--- src/rtl/wave_capture_pkg.sv ---
// Shared definitions for the ping-pong waveform capture block: FSM encodings
// and the signed-to-offset-binary sample conversion.
package wave_capture_pkg;

    typedef enum logic [1:0] {
        ST_WAIT   = 2'b00,
        ST_ARMED  = 2'b01,
        ST_ACTIVE = 2'b10
    } state_t;

    // Keeps the top out_w bits of a sample_w-bit two's-complement value and
    // flips the MSB, which equals adding 2**(out_w-1) modulo 2**out_w.
    function automatic logic [31:0] offset_binary(input logic [63:0] s,
                                                  input int sample_w,
                                                  input int out_w);
        logic [63:0] top;
        top = s >> (sample_w - out_w);
        return top[31:0] ^ (32'h1 << (out_w - 1));
    endfunction

endpackage

--- src/rtl/dffr.sv ---
// Resettable D flop bank, synchronous active-high reset.
module dffr #(
    parameter int WIDTH = 1
) (
    input  logic             clk,
    input  logic             r,
    input  logic [WIDTH-1:0] d,
    output logic [WIDTH-1:0] q
);

    // NOTE: sequential state uses non-blocking assignment so every flop samples
    // pre-edge values regardless of process evaluation order.
    always_ff @(posedge clk) begin
        if (r) q <= '0;
        else   q <= d;
    end

endmodule

--- src/rtl/dffre.sv ---
// Resettable D flop bank with load enable, synchronous active-high reset.
module dffre #(
    parameter int WIDTH = 1
) (
    input  logic             clk,
    input  logic             r,
    input  logic             en,
    input  logic [WIDTH-1:0] d,
    output logic [WIDTH-1:0] q
);

    always_ff @(posedge clk) begin
        if (r)       q <= '0;
        else if (en) q <= d;
    end

endmodule

--- src/rtl/wave_trigger_detect.sv ---
// Level/slope trigger with auto-trigger timeout. Trigger settings are shadowed
// on arm so mid-capture input changes cannot disturb the current capture.
module wave_trigger_detect
    import wave_capture_pkg::*;
#(
    parameter int SAMPLE_W  = 16,
    parameter int TIMEOUT_W = 16
) (
    input  logic                 clk,
    input  logic                 reset,
    input  logic                 arm,
    input  logic                 strobe,
    input  logic [SAMPLE_W-1:0]  sample,
    input  logic [SAMPLE_W-1:0]  trig_level,
    input  logic                 trig_falling,
    input  logic                 auto_en,
    input  logic [TIMEOUT_W-1:0] auto_timeout,
    output logic                 trigger,
    output logic                 forced
);

    logic [SAMPLE_W-1:0]  level_q;
    logic                 falling_q;
    logic                 auto_en_q;
    logic [TIMEOUT_W-1:0] timeout_q;
    logic [TIMEOUT_W-1:0] tcnt;
    logic [TIMEOUT_W-1:0] tcnt_d;
    logic                 prev_above;
    logic                 prev_valid;
    logic                 prev_valid_d;
    logic                 above;
    logic                 edge_hit;
    logic                 timeout_hit;

    dffre #(.WIDTH(SAMPLE_W))  u_level   (.clk(clk), .r(reset), .en(arm), .d(trig_level),   .q(level_q));
    dffre #(.WIDTH(1))         u_falling (.clk(clk), .r(reset), .en(arm), .d(trig_falling), .q(falling_q));
    dffre #(.WIDTH(1))         u_auto_en (.clk(clk), .r(reset), .en(arm), .d(auto_en),      .q(auto_en_q));
    dffre #(.WIDTH(TIMEOUT_W)) u_timeout (.clk(clk), .r(reset), .en(arm), .d(auto_timeout), .q(timeout_q));

    assign above = $signed(sample) >= $signed(level_q);

    // The first strobe after arming only seeds prev_above; it can never be an edge.
    assign prev_valid_d = arm ? 1'b0 : (strobe ? 1'b1 : prev_valid);
    assign tcnt_d       = arm ? '0 : (strobe ? tcnt + TIMEOUT_W'(1) : tcnt);

    dffr  #(.WIDTH(1))         u_prev_valid (.clk(clk), .r(reset), .d(prev_valid_d), .q(prev_valid));
    dffre #(.WIDTH(1))         u_prev_above (.clk(clk), .r(reset), .en(strobe), .d(above), .q(prev_above));
    dffr  #(.WIDTH(TIMEOUT_W)) u_tcnt       (.clk(clk), .r(reset), .d(tcnt_d), .q(tcnt));

    assign edge_hit    = prev_valid & (falling_q ? (prev_above & ~above) : (~prev_above & above));
    assign timeout_hit = auto_en_q & (timeout_q != '0) & (tcnt == timeout_q - TIMEOUT_W'(1));

    assign trigger = strobe & (edge_hit | timeout_hit);
    assign forced  = strobe & timeout_hit & ~edge_hit;

endmodule

--- src/rtl/wave_capture_trig.sv ---
// Ping-pong waveform capture: writes DEPTH post-trigger samples into the half
// of the display RAM not currently owned by the display.
module wave_capture_trig
    import wave_capture_pkg::*;
#(
    parameter int SAMPLE_W   = 16,
    parameter int OUT_W      = 8,
    parameter int DEPTH_LOG2 = 8,
    parameter int TIMEOUT_W  = 16
) (
    input  logic                  clk,
    input  logic                  reset,
    input  logic                  new_sample_ready,
    input  logic [SAMPLE_W-1:0]   new_sample_in,
    input  logic                  wave_display_idle,
    input  logic [SAMPLE_W-1:0]   trig_level,
    input  logic                  trig_falling,
    input  logic                  auto_en,
    input  logic [TIMEOUT_W-1:0]  auto_timeout,
    output logic [DEPTH_LOG2:0]   write_address,
    output logic                  write_enable,
    output logic [OUT_W-1:0]      write_sample,
    output logic                  read_index,
    output logic                  capture_done,
    output logic                  auto_triggered
);

    state_t                state;
    state_t                state_next;
    logic [1:0]            state_q;
    logic [DEPTH_LOG2-1:0] count;
    logic [DEPTH_LOG2-1:0] count_next;
    logic                  arm;
    logic                  strobe_armed;
    logic                  last_write;
    logic                  trigger;
    logic                  forced;

    assign state        = state_t'(state_q);
    assign arm          = (state == ST_WAIT) & wave_display_idle;
    assign strobe_armed = new_sample_ready & (state == ST_ARMED);
    assign last_write   = new_sample_ready & (state == ST_ACTIVE) & (&count);

    wave_trigger_detect #(
        .SAMPLE_W (SAMPLE_W),
        .TIMEOUT_W(TIMEOUT_W)
    ) u_detect (
        .clk         (clk),
        .reset       (reset),
        .arm         (arm),
        .strobe      (strobe_armed),
        .sample      (new_sample_in),
        .trig_level  (trig_level),
        .trig_falling(trig_falling),
        .auto_en     (auto_en),
        .auto_timeout(auto_timeout),
        .trigger     (trigger),
        .forced      (forced)
    );

    // NOTE: every output of this block gets a default first so no path leaves
    // a variable unassigned and infers a latch.
    always_comb begin
        state_next = state;
        count_next = count;
        case (state)
            ST_WAIT: begin
                if (wave_display_idle) begin
                    state_next = ST_ARMED;
                    count_next = '0;
                end
            end
            ST_ARMED: begin
                if (trigger) begin
                    state_next = ST_ACTIVE;
                    count_next = DEPTH_LOG2'(1);
                end
            end
            ST_ACTIVE: begin
                if (new_sample_ready) begin
                    count_next = count + DEPTH_LOG2'(1);
                    if (&count) state_next = ST_WAIT;
                end
            end
            default: begin
                state_next = ST_WAIT;
                count_next = '0;
            end
        endcase
    end

    dffr  #(.WIDTH(2))          u_state  (.clk(clk), .r(reset), .d(state_next), .q(state_q));
    dffr  #(.WIDTH(DEPTH_LOG2)) u_count  (.clk(clk), .r(reset), .d(count_next), .q(count));
    dffr  #(.WIDTH(1))          u_ridx   (.clk(clk), .r(reset), .d(read_index ^ arm), .q(read_index));
    dffr  #(.WIDTH(1))          u_done   (.clk(clk), .r(reset), .d(last_write), .q(capture_done));
    dffre #(.WIDTH(1))          u_autotr (.clk(clk), .r(reset), .en(trigger), .d(forced), .q(auto_triggered));

    // Count is zero throughout ARMED, so the triggering sample lands at offset 0.
    assign write_enable  = new_sample_ready & ((state == ST_ACTIVE) | trigger);
    assign write_address = {~read_index, count};
    assign write_sample  = write_enable ? OUT_W'(offset_binary(64'(new_sample_in), SAMPLE_W, OUT_W))
                                        : '1;

endmodule

--- config.mk ---
export PLATFORM = sky130hd
export DESIGN_NAME = wave_capture_trig
export DESIGN_NICKNAME = d
export VERILOG_FILES = /design/src/rtl/wave_capture_pkg.sv /design/src/rtl/dffr.sv /design/src/rtl/dffre.sv /design/src/rtl/wave_trigger_detect.sv /design/src/rtl/wave_capture_trig.sv
export SDC_FILE = /design/constraint.sdc
export NUM_CORES = 1
export LEC_CHECK = 0
export ABC_CLOCK_PERIOD_IN_PS = 7900
export CORE_MARGIN = 4
export CORE_UTILIZATION = 50
export CTS_BUF_LIST = sky130_fd_sc_hd__clkbuf_2 sky130_fd_sc_hd__clkbuf_4 sky130_fd_sc_hd__clkbuf_8
export DETAILED_ROUTE_END_ITERATION = 10
export PLACE_DENSITY = 0.8
export SKIP_CTS_REPAIR_TIMING = 1
export SYNTH_ARGS = -nofsm -noshare
export SYNTH_HDL_FRONTEND = slang
export SYNTH_SLANG_ARGS = --single-unit
--- constraint.sdc ---
create_clock -name clk -period 7.9 [get_ports clk]
set_clock_uncertainty 0.2 [all_clocks]
set_input_delay 1.58 -clock clk [delete_from_list [all_inputs] [get_ports clk]]
set_output_delay 1.58 -clock clk [all_outputs]
set_load 0.005 [all_outputs]
# Yosys cells after proc, flatten, opt, wreduce, memory -nomap -nowiden
# Index checks and enable logic that the tools add are counted.
# totals
latchBits,0
ff_bits,65
mem_bits_ro,0
word_cells,61
memories,0
ramBits,0
# classes
eq_ne,7
mux,11
addsub,3
n_lt_le_gt_ge,1
shift,0
reduce_logical,6
n_div,0
n_mul,0
bitwise,21
# ops
op,n
$mux W8,4
$pmux W8 S3,1
$add A16 B1 Y16 const B,1
$eq A16 B16 Y1,1
$ge A16 B16 Y1,1
$reduce_bool A16 Y1,1
$sub A16 B1 Y16 const B,1
$and A1 B1 Y1,13
$add A8 B1 Y8 const B,1
$mux W2,4
$ne A2 B2 Y1 const B,4
$reduce_and A8 Y1,1
$pmux W2 S3,1
$not A1 Y1,5
$reduce_and A4 Y1,1
$reduce_and A3 Y1,1
$eq A2 B1 Y1 const B,1
$eq A2 B2 Y1 const B,1
$logic_not A2 Y1,1
$or A1 B1 Y1,2
$reduce_or A2 Y1,1
$mux W1,1
$xor A1 B1 Y1,1

# Longest topological paths before layout
# depth
word_depth,10
depth_mapped,12
depth_no_buf,11

# Hierarchy
# Synthesis repeated with hierarchy kept, for this count alone.
# unflattened
cells_unflattened,451
area_unflattened_um2,3951.3
# modules_own_cells
module,cells_each,seq_area_each_um2,area_each_um2,n_inst
wave_trigger_detect,211,0.0,1418.9,1
dffre at u_detect.u_level ...,52,320.3,580.6,2
dffr at u_detect.u_tcnt,33,320.3,464.2,1
wave_capture_trig,65,0.0,407.9,1
dffr at u_count,16,160.2,210.2,1
dffre at u_autotr ...,3,20.0,33.8,4
dffr at u_detect.u_prev_valid ...,2,20.0,33.8,3
dffr at u_state,4,40.0,52.6,1

# Worst setup path before layout
# Ideal clock, no wire load.
# synth_path
path_kind,input port to output port
startpoint,input new_sample_in[1]
endpoint,output write_sample[0]
arrival_time_ns,3.767
slack_ns,2.353
required_ns,6.120
path_stages,9
path_cell_list,ha_1 > nor2b_1 > o211ai_1 > a2111oi_0 > nor4_1 > mux2i_1 > mux2i_1 > o211ai_1 > nand2b_1
# synth_via
elab_chain_len,10
# synth_lines
element,line_no,rtl
from (decl),wave_capture_trig.sv:14,"input logic [SAMPLE_W-1:0] new_sample_in,"
$ge A16 B16 Y1 *,wave_trigger_detect.sv:40,assign above = $signed(sample) >= $signed(level_q);
$not A1 Y1,wave_trigger_detect.sv:50,assign edge_hit = prev_valid & (falling_q ? (prev_above & ~above) : (~prev_above & above));
$and A1 B1 Y1,wave_trigger_detect.sv:50,
$mux W1 *,wave_trigger_detect.sv:50,
$and A1 B1 Y1 *,wave_trigger_detect.sv:50,
$or A1 B1 Y1 *,wave_trigger_detect.sv:53,assign trigger = strobe & (edge_hit | timeout_hit);
$and A1 B1 Y1 *,wave_trigger_detect.sv:53,
$or A1 B1 Y1 *,wave_capture_trig.sv:99,assign write_enable = new_sample_ready & ((state == ST_ACTIVE) | trigger);
$and A1 B1 Y1 *,wave_capture_trig.sv:99,
named net write_enable,wave_capture_trig.sv:21,"output logic write_enable,"
$mux W8 *,wave_capture_trig.sv:101,"assign write_sample = write_enable ? OUT_W'(offset_binary(64'(new_sample_in), SAMPLE_W, OUT_W))"
to (decl),wave_capture_trig.sv:22,"output logic [OUT_W-1:0] write_sample,"
# Mark *: on every way through the listed nets, which the timed path passes. The rest lies on a longest branch.

# Final worst setup path
# layout_path
startpoint,input new_sample_in[1]
endpoint,output write_sample[1]
# layout_via
elab_chain_len,10
# layout_lines
element,line_no
$ge A16 B16 Y1 *,wave_trigger_detect.sv:40
$not A1 Y1,wave_trigger_detect.sv:50
$and A1 B1 Y1,wave_trigger_detect.sv:50
$mux W1 *,wave_trigger_detect.sv:50
$and A1 B1 Y1 *,wave_trigger_detect.sv:50
$or A1 B1 Y1 *,wave_trigger_detect.sv:53
$and A1 B1 Y1 *,wave_trigger_detect.sv:53
$or A1 B1 Y1 *,wave_capture_trig.sv:99
$and A1 B1 Y1 *,wave_capture_trig.sv:99
$mux W8 *,wave_capture_trig.sv:101
# Every way passes the cells marked *; elsewhere a longest branch is shown, timed or not.

==> impl_metrics.toml <==
[outcome]
status = "complete, no violations"

[floorplan]
core_mm2 = 0.007292
initial_core_util_pct = 51.49
row_count = 31
die_w_um = 94.66
io_pins = 75
die_h_um = 94.66
die_area_mm2 = 0.008961

[clock_tree]
clkLatencyLatePin_ps = 350
numCtsBuffers = 9
path_clk_slew_ps = 70
ctsRootBufferMaster = "clkbuf_8"
htreeDepth = 3
cts_tree = "built"
clk_path_buf_depth = 2
clock-sinks = 65

[sta]
maxSlewViolCount = 0
rsz0062_at_grt = "no"
finalHoldViolCount = 0
slew_headroom_pct = 48.60
fmax_mhz = 146.4
setup_tns_ps = 0
fin_ws_ps = 1069
worst_pin_slew_ps = 767.7
setup_viol = 0
period_share_pct = 86.46
fin_crit_ps = 6831
worst_hold_slack_ps = 256.0

[logic_synthesis]
synthAdderAreaFrac_pct = 7.997
synth_top_area_share_pct = 34.66
synth_top_cell_by_area = "dfxtp_1"
synth_compound_area_share_pct = 15.89
ys_async_sr_fraction_pct = 0
yosys-top-cells-count = "nand2_1, dfxtp_1, a21oi_1, nor2_1, inv_1"
synth_edf_count = 0
synth.avg_cell_area_um2 = 7.972
yosys_warnings = 0
synthCells = 471
synth-xor-area-share_pct = 7.464
ys_seq_area_share_pct = 34.66
synth_most_common_cell = "nand2_1"
synth_top_family_by_area = "simple AND/OR/NAND/NOR gates"
muxShareOfSynthArea_pct = 1.633
netlist_area_mm2 = 0.003755
synth-seq-cells = 65
synthSimpleGateAreaFrac_pct = 27.62
synth_cell_type_count = 57
syn-num-nets = 549
synth_ff_type = "dfxtp_1"
synthTopCellsByArea = "dfxtp_1, nand2_1, ha_1"

[detailed_routing]
drtAntennaViolNets = 0
routed_wirelength_um = 8866
post_drt_wl_per_cell_um = 13.77
drt_iter0_drc = 94
viasPerCell = 5.390
drc = 0
vias = 3471
drt_first_pass_iters = 4

[cells_and_area]
register_area_mm2 = 0.001301
area_growth_pct = 26.12
multi_input_area_mm2 = 0.002276
stdcell_count = 644
nets = 618
fillers = 653
stdcell_area_mm2 = 0.004736
drive_gt1_share_pct = 5.872
antenna_cells = 0
final_core_util_pct = 64.95

[power_and_ir_drop]
leakagePower_nw = 1.800
p_int_mw = 0.6726
p_total_mw = 1.075
power_frac_seq_pct = 37.5
irDropWorstVdd_mv = 0.1736
power_switching_mw = 0.4024
clkPwrFrac_pct = 22.6
p_per_area_mw_per_mm2 = 227.0
swShare_pct = 37.43
p_comb_share_pct = 39.9

[worst_hold_path]
hold_start = "u_detect.u_level.q[14]"
hold_path_class = "reg2reg"
hold_depth = 2
whs_endpoint = "u_detect.u_level.q[14]"

[placement]
dp_hpwl_um = 6744
gp_congestion = 0.8804
io_buffers = 74
place_inst = 628
placed_area_mm2 = 0.004569
post-place-ws_ps = 1042

[setup_path]
crit_fanout = 9
r2r_end = "u_count.q[5]"
r2r_slack_ps = 4120
slowest_delay_ps = 530
path_cells = "clkdlybuf4s50_1 > ha_1 > nor2b_1 > o211ai_1 > a2111oi_0 > nor4_1 > mux2i_1 > mux2i_1 > o211ai_1 > nand2b_1 > clkdlybuf4s50_1"
cp_num_buf_inv = 2
cp_slowest_cell = "clkdlybuf4s50_1"
cp-startpoint = "new_sample_in[1]"
r2r_cells = 11
critical_path_class = "in2out"
crit_family = "buffers and inverters"
crit-reg2reg-launch = "u_detect.u_timeout.q[0]"
critPathLaunchType = "input port"
arrival_ps = 5050
critical_path_required_ps = 6120
endpoint_kind = "primary output"

[run]
max-cap-violations = 0

[grt]
grt_remaining_overflow = 0
antenna_found_initial = 0
grt_pass1_wl_um = 14950
grt_max_degree = 51
track_usage_pct = 20.92
grt_pass1_vias = 3427
-- worst min-delay path, cell delays in order (launching register included) --
cell	delay (ps)
dfxtp_1	310
nand2_1	50
a21oi_1	50
-- cells in the final DEF (no fill, tap or decap), types with 5 or more instances in the layout --
cell              n
a21oi_1          49
and3_1           10
clkbuf_8          9
clkdlybuf4s50_1  74
dfxtp_1          65
ha_1             24
inv_1            28
mux2i_1           5
nand2_1          86
nand2b_1         15
nand3_1          12
nand4_1           9
nor2_1           29
nor3b_1           5
o21ai_0           8
or3_1             6
xnor2_1          17
xor2_1           15
-- power groups by stage --
| stage | Combinational, mW | Clock [mW] | Sequential [mW] |
|---|---|---|---|
| floorplan | 0.322 | 0 | 0.399 |
| global placement | 0.415 | 0 | 0.408 |
| detailed placement | 0.428 | 0 | 0.410 |
| CTS | 0.431 | 0.252 | 0.403 |
| global route | 0.483 | 0.266 | 0.409 |
| finish | 0.429 | 0.243 | 0.403 |
-- sequential cells by signal (all words and copies together), names as in the netlist --
signal and cells:
u_autotr.q 1, u_detect.u_auto_en.q 1, u_detect.u_falling.q 1, u_detect.u_timeout.q 16, u_state.q 2, u_ridx.q 1
u_detect.u_level.q 16, u_detect.u_prev_valid.q 1, u_detect.u_tcnt.q 16, u_detect.u_prev_above.q 1, u_count.q 8, u_done.q 1
-- worst max-delay path by stage --
stage / endpoint / slack [ps] / cells past startpoint
floorplan: write_sample[0] / 2350 / 9
detailed placement: write_sample[1] / 1040 / 10
CTS: write_sample[1] / 1030 / 11
finish: write_sample[1] / 1070 / 11
global route: write_sample[1] / 710 / 10
global placement: write_sample[6] / 1140 / 11
-- routing by layer --
metal	vias up	share of wire (%)	routed length (µm)	GRT usage, %
met1	1623	45	3947	25.00
met5	-	0	0	0
met3	13	4.5	395	4.861
li1	1770	-	-	-
met2	65	49	4376	36.47
met4	0	1.7	147	7.572
-- cells by family (layout without fill, tap and decap cells) --
family	Yosys count	count (layout)
simple gates	206	206
compound gates	91	91
flops	65	65
buf+inv	47	121
xor+xnor	32	32
fa+ha+maj	24	24
mux	6	6
-- final cells by class --
cell class	instances	share of cell area, %
flip-flops and latches	65	27.48
multi-input cells	359	48.06
inverters	28	2.219
well taps	99	2.616
repair buffers	77	16.12
clock buffers	10	2.774
clock inverters	6	0.7398
(Power assumes the default switching activity.)
